### src/rtl/sync_filter_array.sv
// Multi-channel conditioner for asynchronous level inputs: synchronizer chain,
// stability filter, registered rise/fall pulses, sticky change flags.
module sync_filter_array #(
  parameter int              CH       = 4,
  parameter int              SYNC_FF  = 4,
  parameter int              FILT_LEN = 8,
  parameter logic [CH-1:0]   RST_VAL  = '0
) (
  input  logic          clk,
  input  logic          rst,
  input  logic [CH-1:0] din,
  output logic [CH-1:0] dout,
  output logic [CH-1:0] rise,
  output logic [CH-1:0] fall,
  output logic [CH-1:0] sticky,
  input  logic [CH-1:0] sticky_clr,
  output logic          any_chg
);

  localparam int CW = $clog2(FILT_LEN + 1);

  // First stage may go metastable; keep it packed next to its successor.
  (* ASYNC_REG = "TRUE" *) logic [CH-1:0] meta_reg;
  logic [CH-1:0] sync_reg [SYNC_FF-1];
  logic [CH-1:0] syn;

  logic [CH-1:0] dout_reg, rise_reg, fall_reg, sticky_reg;
  logic          any_chg_reg;
  logic [CH-1:0] dout_next, rise_next, fall_next, sticky_next;

  always_ff @(posedge clk) begin
    if (rst) meta_reg <= RST_VAL;
    else     meta_reg <= din;
  end

  genvar gi;
  generate
    for (gi = 0; gi < SYNC_FF - 1; gi++) begin : g_sync
      if (gi == 0) begin : g_first
        always_ff @(posedge clk) begin
          if (rst) sync_reg[gi] <= RST_VAL;
          else     sync_reg[gi] <= meta_reg;
        end
      end else begin : g_rest
        always_ff @(posedge clk) begin
          if (rst) sync_reg[gi] <= RST_VAL;
          else     sync_reg[gi] <= sync_reg[gi-1];
        end
      end
    end
  endgenerate

  assign syn = sync_reg[SYNC_FF-2];

  generate
    for (gi = 0; gi < CH; gi++) begin : g_ch
      logic [CW-1:0] cnt_reg;
      logic          diff;
      logic          hit;

      assign diff = syn[gi] ^ dout_reg[gi];
      assign hit  = diff && (cnt_reg == CW'(FILT_LEN - 1));

      // Counter restarts on agreement or on acceptance, so it never wraps.
      always_ff @(posedge clk) begin
        if (rst)               cnt_reg <= '0;
        else if (!diff || hit) cnt_reg <= '0;
        else                   cnt_reg <= cnt_reg + CW'(1);
      end

      assign dout_next[gi] = hit ? syn[gi] : dout_reg[gi];
      assign rise_next[gi] = hit &  syn[gi];
      assign fall_next[gi] = hit & ~syn[gi];
    end
  endgenerate

  // A new event overrides a clear arriving on the same edge.
  assign sticky_next = (sticky_reg & ~sticky_clr) | rise_next | fall_next;

  always_ff @(posedge clk) begin
    if (rst) begin
      dout_reg    <= RST_VAL;
      rise_reg    <= '0;
      fall_reg    <= '0;
      sticky_reg  <= '0;
      any_chg_reg <= 1'b0;
    end else begin
      dout_reg    <= dout_next;
      rise_reg    <= rise_next;
      fall_reg    <= fall_next;
      sticky_reg  <= sticky_next;
      any_chg_reg <= |(rise_next | fall_next);
    end
  end

  assign dout    = dout_reg;
  assign rise    = rise_reg;
  assign fall    = fall_reg;
  assign sticky  = sticky_reg;
  assign any_chg = any_chg_reg;

endmodule

### config.mk
export PLATFORM = sky130hd
export DESIGN_NAME = sync_filter_array
export DESIGN_NICKNAME = d
export VERILOG_FILES = /design/src/rtl/sync_filter_array.sv
export SDC_FILE = /design/constraint.sdc
export NUM_CORES = 1
export LEC_CHECK = 0
export ABC_AREA = 1
export CORE_AREA = 4 4 62 64
export DETAILED_ROUTE_END_ITERATION = 8
export DIE_AREA = 0 0 66 68
export PLACE_DENSITY = 0.8
export SYNTH_ARGS = -nofsm -noshare
export SYNTH_HDL_FRONTEND = slang
export SYNTH_SLANG_ARGS = --single-unit
### constraint.sdc
create_clock -name clk -period 1.9 [get_ports clk]
set_clock_uncertainty 0.2 [all_clocks]
set_input_delay 0.285 -clock clk [delete_from_list [all_inputs] [get_ports clk]]
set_output_delay 0.285 -clock clk [all_outputs]
set_load 0.005 [all_outputs]
Word-level counts from Yosys, hierarchy flattened
Memory sizes are Yosys's and may differ from the RTL's.
Index checks and enable logic that the tools add are counted.
{ "op_classes": {"bitwise": 24, "add_sub_neg": 4, "n_div": 0, "muxes": 6, "mul": 0, "n_eq_ne": 4, "n_shift": 0, "n_reduce_logical": 17, "magnitude_cmp": 0} }
{ "ops": {"columns": ["op", "count"], "rows": [
  ["adder 4 x 1 -> 4 bit, second input constant", 4],
  ["== test 4 x 3 -> 1 bit, second input constant", 4],
  ["two-way mux 4 bit", 3],
  ["OR 4 bit", 3],
  ["bitwise AND 1 bit", 8],
  ["OR reduction 2 bit", 4],
  ["bitwise AND 4 bit", 1],
  ["logical AND 1 bit", 4],
  ["logical NOT 1 bit", 4],
  ["logical OR 1 bit", 4],
  ["inverter 1 bit", 4],
  ["inverter 4 bit", 1],
  ["OR reduction 4 bit", 1],
  ["XOR 1 bit", 4],
  ["two-way mux 1 bit", 3],
  ["OR 1 bit", 3]
]} }
{ "totals": {"ram_bits": 12, "memories": 1, "latch_bits": 0, "register_bits": 37, "inputBits": 10, "elab_cells": 69, "mem_bits_ro": 0} }
{ "mem_list": {"columns": ["name", "words", "word_bits", "rd", "rd_clocked_by_memory_dff", "write_ports", "line", "text"], "rows": [
  ["sync_reg", 3, 4, 3, 0, 3, "24", "logic [CH-1:0] sync_reg [SYNC_FF-1];"]
]} }

Depth between registers and ports, before layout
Gate-level depths: netlist of run 1.
{ "depth": {"depth_word": 5, "ltp_mapped": 7, "depth_no_buf": 7} }

Worst setup path after synthesis of run 1
Ideal clock, no wire load.
{ "synth_path": {"path_type": "flip-flop to flip-flop", "startpoint": "register g_ch[1].cnt_reg[0]", "endpoint": "register g_ch[1].cnt_reg[2]", "synth_period_minus_slack_ps": 1225, "setup_ps": 73, "arrival_time_ps": 952, "path_buffers": 0, "path_stages_with_launch": 6, "setup_slack_ps": 675, "path_cell_list": "dfxtp_1 -> ha_1 -> nand2_2 -> nor2_4 -> nand3b_1 -> nor3_2"} }
{ "synth_between": {"elab_chain_len": 4} }
{ "synth_lines": {"columns": ["item", "line", "text"], "rows": [
  ["start: declaration", "57", "logic [CW-1:0] cnt_reg;"],
  ["start signal: assignment", "68", "else cnt_reg <= cnt_reg + CW'(1);"],
  ["== test 4 x 3 -> 1 bit", "62", "assign hit = diff && (cnt_reg == CW'(FILT_LEN - 1));"],
  ["logical AND 1 bit", "62", null],
  ["logical OR 1 bit", "67", "else if (!diff || hit) cnt_reg <= '0;"],
  ["OR reduction 2 bit (no line)", null, null]
]} }
Parallel ways exist; a longest one is shown, timed or not.
A chain may end at the register's enable or synchronous reset.

Final worst setup path of run 1
{ "layout_path": {"startpoint": "register dout_reg[2], in the netlist dout[2]", "endpoint": "output port dout[2]"} }
{ "layout_rtl": {"columns": ["item", "line", "text"], "rows": [
  ["start: declaration", "27", "logic [CH-1:0] dout_reg, rise_reg, fall_reg, sticky_reg;"],
  ["start signal: assignment", "88", "dout_reg <= dout_next;"],
  ["end: declaration", "12", "output logic [CH-1:0] dout,"]
]} }
No word-level cell between the ends.

==> results.yml, run 1 <==
outcome:
  outcome: "finished clean"
min_path:
  timing.hold.worst.start: "sync_reg[1][1]"
  hold_depth: 2
  whs_endpoint: "sync_reg[2][1]"
  hold_class: "reg -> reg"
synth:
  ys_top_cells_by_area: "dfxtp_1 (55%), inv_1 (8.4%), nor2_1 (7.1%)"
  ys_types: 19
  async_reset_ff_share_pct: 0
  yosysSeqAreaShare_pct: 54.9
  synthCells: 198
  ys_warn_count: 0
  syn-cell-area_sq_um: 1790
  syn_avg_cell_area_sq_um: 9.02
  synth-seq-cells: 49
  syn_nets: 212
  synthFlopType: "dfxtp_1"
  synth_edf_count: 0
  synth_largest_area_cell: "dfxtp_1"
  synth_top_area_share_pct: 54.9
layout:
  antenna_cells: 0
  final_common_cell: "dfxtp_1"
  nets: 243
  largest_register_ffs: 16
  syn_to_final_growth_pct: 21.4
  drive_gt1_share_pct: 13.9
  layout_common_cells: "dfxtp_1 (49), inv_1 (40), nor2_1 (34), clkdlybuf4s50_1 (26), nand2_1 (19)"
timing:
  fin_crit_sh_pct: 92.6
  worst_pin_slew_ns: 0.201
  fin_crit_ns: 1.76
  report.final.slew_viol_count: 0
  setup_viol: 0
  grt_setup_unrepaired: "false"
  setup_tns_ns: 0
  timing.fmax_mhz: 568
  finalHoldViolCount: 0
  slew_headroom_pct: 86.6
  fin_hold_ws_ns: 0.203
clocking:
  postCtsHoldBufs: 0
  clock_sinks: 49
  post_cts_buffers: 0
  clk_pin_slew_ns: 0.13
  cts_root_buffer: "clkbuf_4"
  clkLatencyLatePin_ns: 0.35
  clockBufferDepth: 2
  htreeDepth: 2
  post_cts_resized: 0
  numCtsBuffers: 5
  cts_tree: "yes"
placed_design:
  numPortBuffers: 26
  gp_congestion: 0.749
  dp_hpwl_um: 1980
detailed_routing:
  wl_per_cell_um: 9.58
  dr.pass1.iters: 4
  drtAntennaViolNets: 0
  dr.first_iter.drc_count: 58
  route.detailed.drc: 0
  vias_per_cell: 4.42
  via_count: 1220
  wirelength_um: 2650
job:
  cap_violations: 0
floorplanning:
  rows: 21
  start_util_pct: 54.4
  die-area_sq_um: 4490
  die_width_um: 66
  core_sq_um: 3280
  top_level_ports: 27
  die_h_um: 68
setup_path:
  reg2reg_depth: 5
  critPathMaxStageDelay_ns: 0.53
  worstSetupPathType: "reg -> out"
  cp_cell_sequence: "clkdlybuf4s50_1"
  end_kind: "output port"
  reg2reg_from: "g_ch[1].cnt_reg[0]"
  slowest_stage: "clkdlybuf4s50_1"
  worstReg2RegEnd: "g_ch[1].cnt_reg[2]"
  cp.arrival_ns: 1.27
  cp.buffers_inverters: 1
  cp-start-kind: "register"
  r2r_setup_slack_ns: 0.56
  critPathTopFamily: "buffers and inverters"
  crit_cells: 1
  worst-path-max-fanout: 4
  critPathRequiredTime_ns: 1.41
grt:
  grt_pass1_vias: 1118
  antenna_found_initial: 0
  grt_max_degree: 15
  track_usage_pct: 13.7
  overflow: 0
  grt_first_pass_wirelength_um: 4560
pwr:
  vdd_drop_max_v: 0.000497
  power.density_nw_per_um2: 792
  leakagePower_nw: 1.00
synthesized netlist by cell type (2+ instances only):
cell      instances
a21oi_1           4
buf_2             2
dfxtp_1          49
ha_1              4
inv_1            40
nand2_1          19
nand2_2          11
nand3_1           8
nand3b_4          3
nand4_1           4
nor2_1           34
nor2_4            4
nor3_1            4
nor3_2            4
xor2_1            4
worst max path at each step:
| stage | from | end | slack, ns |
|---|---|---|---|
| floorplan | g_ch[1].cnt_reg[0] | g_ch[1].cnt_reg[2] | 0.67 |
| global placement | rst | g_ch[1].cnt_reg[2] | 0.40 |
| detailed placement | rst | g_ch[1].cnt_reg[0] | 0.34 |
| CTS | dout[2] | dout[2] | 0.1 |
| global route | dout[2] | dout[2] | 0.05 |
| finish | dout[2] | dout[2] | 0.14 |
report_power, final:
part	internal [mW]	switching [mW]	leakage, nW
combinational	0.0270	0.0273	0.557
clock	0.315	0.303	0.0455
sequential	1.04	0.00454	0.397
routing by layer:
layer  vias up  wire length, um  global-route usage, %  part of all wire (%)
met5         -                0                      0                     0
met4         0               72                   8.38                   2.7
met3         6              146                   3.78                   5.5
met2        29             1240                   23.7                    47
met1       531             1190                   14.9                    45
li1        654                -                      -                     -
cells by family (layout without fill, tap and decap cells):
kind of cell    after synthesis  after routing  share of synthesized area (%)
buf+inv                      45             77                           10.9
simple gates                 92             92                           28.3
xor+xnor                      4              4                           1.96
compound gates                4              4                           1.12
fa+ha+maj                     4              4                           2.80
flops                        49             49                           54.9
area by class of cell:
class	count	area [sq um]
Clock buffer	7	55.1
Clock inverter	1	30.0
Tap cell	46	57.6
Multi-Input combinational cell	104	611
Timing Repair Buffer	28	275
Inverter	41	159
Fill cell	279	1120
Sequential cell	49	981
metrics by stage:
step / power (mW) / cell area, sq um / instances / setup slack (ns) / util, %
6_report: 1.72 / 2170 / 276 / 0.140 / 66.0
5_1_grt: 1.78 / 2170 / 276 / 0.0486 / 66.0
4_1_cts: 1.73 / 2170 / 276 / 0.0996 / 66.0
3_5_place_dp: 1.12 / 2080 / 268 / 0.339 / 63.4
2_1_floorplan: 1.10 / 1790 / 198 / 0.675 / -
3_3_place_gp: 1.12 / 2080 / 268 / 0.401 / 63.4
(Power assumes the default switching activity.)
==> run 2: changes to the inputs <==
--- a/constraint.sdc
+++ b/constraint.sdc
@@ -4,2 +4,2 @@
 set_output_delay 0.285 -clock clk [all_outputs]
-set_load 0.005 [all_outputs]
+set_load 0.02 [all_outputs]
==> run 2 against run 1 <==
Effect of this change:
- worst setup slack got worse by 0.039 ns
- non-clock buffer count did not move
- routed wire length fell by 4.1%
- final area fell by 0.40%
- critical endpoint is now sticky[0]
- largest cell class unchanged
- highest routed layer unchanged
==> results.yml, run 2 (synthesis gave the netlist of run 1 again) <==
min_path:
  hold_depth: 2
  whs_endpoint: "sync_reg[2][2]"
  hold_class: "reg -> reg"
  timing.hold.worst.start: "sync_reg[1][2]"
setup_path:
  reg2reg_depth: 5
  slowest_stage: "clkdlybuf4s50_1"
  cp.buffers_inverters: 1
  cp.arrival_ns: 1.31
  cp-start-kind: "register"
  worstSetupPathType: "reg -> out"
  cp_cell_sequence: "clkdlybuf4s50_1"
  end_kind: "output port"
  worst-path-max-fanout: 2
  critPathMaxStageDelay_ns: 0.60
  worstReg2RegEnd: "g_ch[1].cnt_reg[2]"
  r2r_setup_slack_ns: 0.56
  reg2reg_from: "g_ch[1].cnt_reg[0]"
  critPathTopFamily: "buffers and inverters"
  critPathRequiredTime_ns: 1.41
clocking:
  clock_sinks: 49
  cts_root_buffer: "clkbuf_4"
  clk_pin_slew_ns: 0.13
  clockBufferDepth: 2
  numCtsBuffers: 5
  cts_tree: "yes"
  htreeDepth: 2
  clkLatencyLatePin_ns: 0.36
timing:
  setup_ws_ns: 0.101
  fin_crit_sh_pct: 94.7
  fin_crit_ns: 1.80
  worst_pin_slew_ns: 0.235
  report.final.slew_viol_count: 0
  timing.fmax_mhz: 556
  setup_viol: 0
  setup_tns_ns: 0
  fin_hold_ws_ns: 0.209
  slew_headroom_pct: 84.3
  finalHoldViolCount: 0
  grt_setup_unrepaired: "false"
layout:
  syn_to_final_growth_pct: 20.9
  fin_area_sq_um: 2160
  final_common_cell: "dfxtp_1"
  nets: 243
  nFillCells: 269
  antenna_cells: 0
  post-route-util_pct: 65.8
  drive_gt1_share_pct: 14.3
  largest_register_ffs: 16
  layout_common_cells: "dfxtp_1 (49), inv_1 (40), nor2_1 (34), clkdlybuf4s50_1 (22), nand2_1 (19)"
placed_design:
  gp_congestion: 0.747
  numPortBuffers: 26
  place_ws_ns: 0.363
  dp_hpwl_um: 1940
  place_area_sq_um: 2080
detailed_routing:
  dr.first_iter.drc_count: 40
  dr.pass1.iters: 4
  route.detailed.drc: 0
  wl_per_cell_um: 9.19
  vias_per_cell: 4.32
  wirelength_um: 2540
  via_count: 1193
  drtAntennaViolNets: 0
outcome:
  outcome: "finished clean"
job:
  cap_violations: 0
floorplanning:
  die-area_sq_um: 4490
  rows: 21
  top_level_ports: 27
  die_width_um: 66
  start_util_pct: 54.4
  die_h_um: 68
  core_sq_um: 3280
grt:
  overflow: 0
  track_usage_pct: 13.2
  grt_max_degree: 15
  grt_first_pass_wirelength_um: 4480
  antenna_found_initial: 0
  grt_pass1_vias: 1130
pwr:
  power.density_nw_per_um2: 750
  leakagePower_nw: 1.06
  vdd_drop_max_v: 0.000453
==> run 2: changes by cell type in the layout (fill, tap and decap cells not counted) <==
cell	change
dlymetal6s2s_1	+3
bufinv_16	-1
clkinv_2	+1
clkdlybuf4s50_1	-4
dlygate4sd2_1	+1
clkbuf_1	-1
clkbuf_8	+1
==> run 2: power by group <==
| part | internal [mW] | total [mW] | switching (mW) |
|---|---|---|---|
| clock network | 0.215 | 0.523 | 0.308 |
| logic | 0.0269 | 0.0535 | 0.0266 |
| registers | 1.04 | 1.04 | 0.00439 |
==> run 2: cell type report <==
class                      count  area (sq um)  area share (%)
timing repair buffer          28           282            13.0
clock buffer                   7          65.1            3.01
multi-input combinational    104           611            28.3
sequential                    49           981            45.4
clock inverter                 1          5.00           0.232
tap                           46          57.6            2.67
inverter                      41           159            7.36
==> run 2: worst max-delay path by stage <==
stage,from,endpoint,slack [ns],depth (start not counted)
after global placement,rst,g_ch[1].cnt_reg[2],0.40,4
after floorplan,dout[2],any_chg,0.65,7
after detailed placement,rst,g_ch[1].cnt_reg[2],0.36,4
after CTS,dout[3],dout[3],0.02,1
after global routing,sticky[2],sticky[2],0.02,1
final,sticky[0],sticky[0],0.10,1
==> run 2: per-stage QoR <==
stage | cells | power, mW
after floorplan | 198 | 1.10
after global placement | 268 | 1.12
after detailed placement | 268 | 1.12
after CTS | 276 | 1.63
after global routing | 276 | 1.69
final | 276 | 1.62
==> run 2: metal layers <==
layer	vias up	routed length [um]	global-route usage, %	part of all wire [%]
met5	-	0	0	0
met4	0	86	9.14	3.4
met3	8	136	3.78	5.4
met2	26	1110	21.8	44
met1	507	1200	14.9	47
li1	652	-	-	-
==> run 2: worst reg2reg max path, stage by stage, from the launching register on <==
cell	delay (ns)
dfxtp_1	0.35
ha_1	0.22
nand2_2	0.10
nor2_4	0.04
nand3b_1	0.23
nor3_2	0.13
==> run 2: what timing repair did <==
action / in CTS / in global routing
gates resized for setup: 1 / 3
setup endpoints to repair: 1 / 3
pin swaps: 0 / 0
setup buffers: 0 / 0
hold buffers: 0 / 0
==> run 3: changes to the inputs <==
CORE_AREA = 2 2 60 62   (was 4 4 62 64)
DIE_AREA = 0 0 62 64   (was 0 0 66 68)
==> run 3 against run 2 <==
Effect of this change:
- die area is 12% lower
- power is 0.39% lower
- critical endpoint unchanged
- final area stayed put
- sequential power about the same
- worst hold slack got worse by 0.0076 ns
- worst setup slack better by 0.0094 ns
- clock power fell by 1%
- highest routed layer unchanged
- maximum frequency is 0.53% higher
- global-route usage up 2.1 points
==> results.yml, run 3 (synthesis gave the netlist of run 1 again) <==
outcome:
  outcome: "finished clean"
clocking:
  htreeDepth: 2
  cts_root_buffer: "clkbuf_4"
  clock_sinks: 49
  cts_tree: "yes"
  clkLatencyLatePin_ns: 0.36
  clockBufferDepth: 2
  clk_pin_slew_ns: 0.13
  post_cts_buffers: 0
  numCtsBuffers: 5
min_path:
  hold_class: "reg -> reg"
  timing.hold.worst.start: "sync_reg[1][0]"
pwr:
  p_total_mw: 1.61
  vdd_drop_max_v: 0.000542
  leakagePower_nw: 1.06
  power.density_nw_per_um2: 747
detailed_routing:
  drtAntennaViolNets: 0
  dr.first_iter.drc_count: 36
  vias_per_cell: 4.41
  wirelength_um: 2560
  route.detailed.drc: 0
  dr.pass1.iters: 4
  via_count: 1218
  wl_per_cell_um: 9.26
grt:
  overflow: 0
  antenna_found_initial: 0
  track_usage_pct: 15.3
  grt_max_degree: 17
  grt_pass1_vias: 1092
  grt_first_pass_wirelength_um: 4400
floorplanning:
  rows: 21
  top_level_ports: 27
  die_h_um: 64
  start_util_pct: 54.4
  core_sq_um: 3280
  die_width_um: 62
  die-area_sq_um: 3970
layout:
  final_common_cell: "dfxtp_1"
  syn_to_final_growth_pct: 20.9
  drive_gt1_share_pct: 14.3
  fin_area_sq_um: 2160
  nets: 243
  largest_register_ffs: 16
  antenna_cells: 0
  nFillCells: 276
  layout_common_cells: "dfxtp_1 (49), inv_1 (40), nor2_1 (34), clkdlybuf4s50_1 (22), nand2_1 (19)"
timing:
  finalHoldViolCount: 0
  setup_tns_ns: 0
  timing.fmax_mhz: 559
  fin_crit_ns: 1.79
  fin_crit_sh_pct: 94.2
  grt_setup_unrepaired: "false"
  fin_hold_ws_ns: 0.202
  worst_pin_slew_ns: 0.244
  setup_viol: 0
  report.final.slew_viol_count: 0
  slew_headroom_pct: 83.7
setup_path:
  slowest_stage: "clkdlybuf4s50_1"
  critPathTopFamily: "buffers and inverters"
  end_kind: "output port"
  critPathRequiredTime_ns: 1.41
  cp.arrival_ns: 1.30
  critPathMaxStageDelay_ns: 0.60
  cp_cell_sequence: "clkdlybuf4s50_1"
  reg2reg_from: "g_ch[1].cnt_reg[0]"
  cp-start-kind: "register"
  worst-path-max-fanout: 2
  startpoint: "sticky[0]"
  cp.buffers_inverters: 1
  worstSetupPathType: "reg -> out"
placed_design:
  numPortBuffers: 26
  gp_congestion: 0.743
  place_area_sq_um: 2080
  dp_hpwl_um: 1940
job:
  cap_violations: 0
## run 3: final cells by class
type                            count  area (sq um)  share of cell area (%)
Clock buffer                        7          65.1                    3.01
Clock inverter                      1          5.00                   0.232
Inverter                           41           159                    7.36
Multi-Input combinational cell    104           611                    28.3
Sequential cell                    49           981                    45.4
Tap cell                           46          57.6                    2.67
Timing Repair Buffer               28           282                    13.0
## run 3: final timing paths
kind | endpoint | slack [ns] | cells after the start
worst max-delay path | sticky[0] | 0.11 | 1
worst max register to register | g_ch[1].cnt_reg[2] | 0.58 | 5
worst min register to register | sync_reg[2][0] | 0.20 | 2
worst min-delay path | sync_reg[2][0] | 0.20 | 2
## run 3: what timing repair did
action                                  in CTS  in global routing
resized for setup                            1                  3
endpoints found under the hold margin        0                  0
hold buffers                                 0                  0
endpoints found under the setup margin       1                  3
pin swaps                                    0                  0
## run 3: where the power goes
part | internal, mW | switching, mW | leakage (nW)
registers | 1.04 | 0.00462 | 0.397
clock network | 0.215 | 0.301 | 0.0413
logic | 0.0269 | 0.0267 | 0.619
## run 3: per-layer routing
metal / part of all wire, % / wire (um) / track usage, %
met5: 0 / 0 / 0
met4: 2.2 / 55 / 7.18
met3: 5.6 / 142 / 6.68
met2: 49 / 1260 / 24.3
met1: 43 / 1100 / 17.1
## run 3: stage by stage
| step | setup slack, ns | utilization, % | std cells |
|---|---|---|---|
| after detailed placement | 0.358 | 63.4 | 268 |
| after global placement | 0.389 | 63.4 | 268 |
| after floorplan | 0.653 | - | 198 |
| final | 0.111 | 65.8 | 276 |
| after global routing | 0.0165 | 65.8 | 276 |
| after CTS | 0.00883 | 65.5 | 276 |
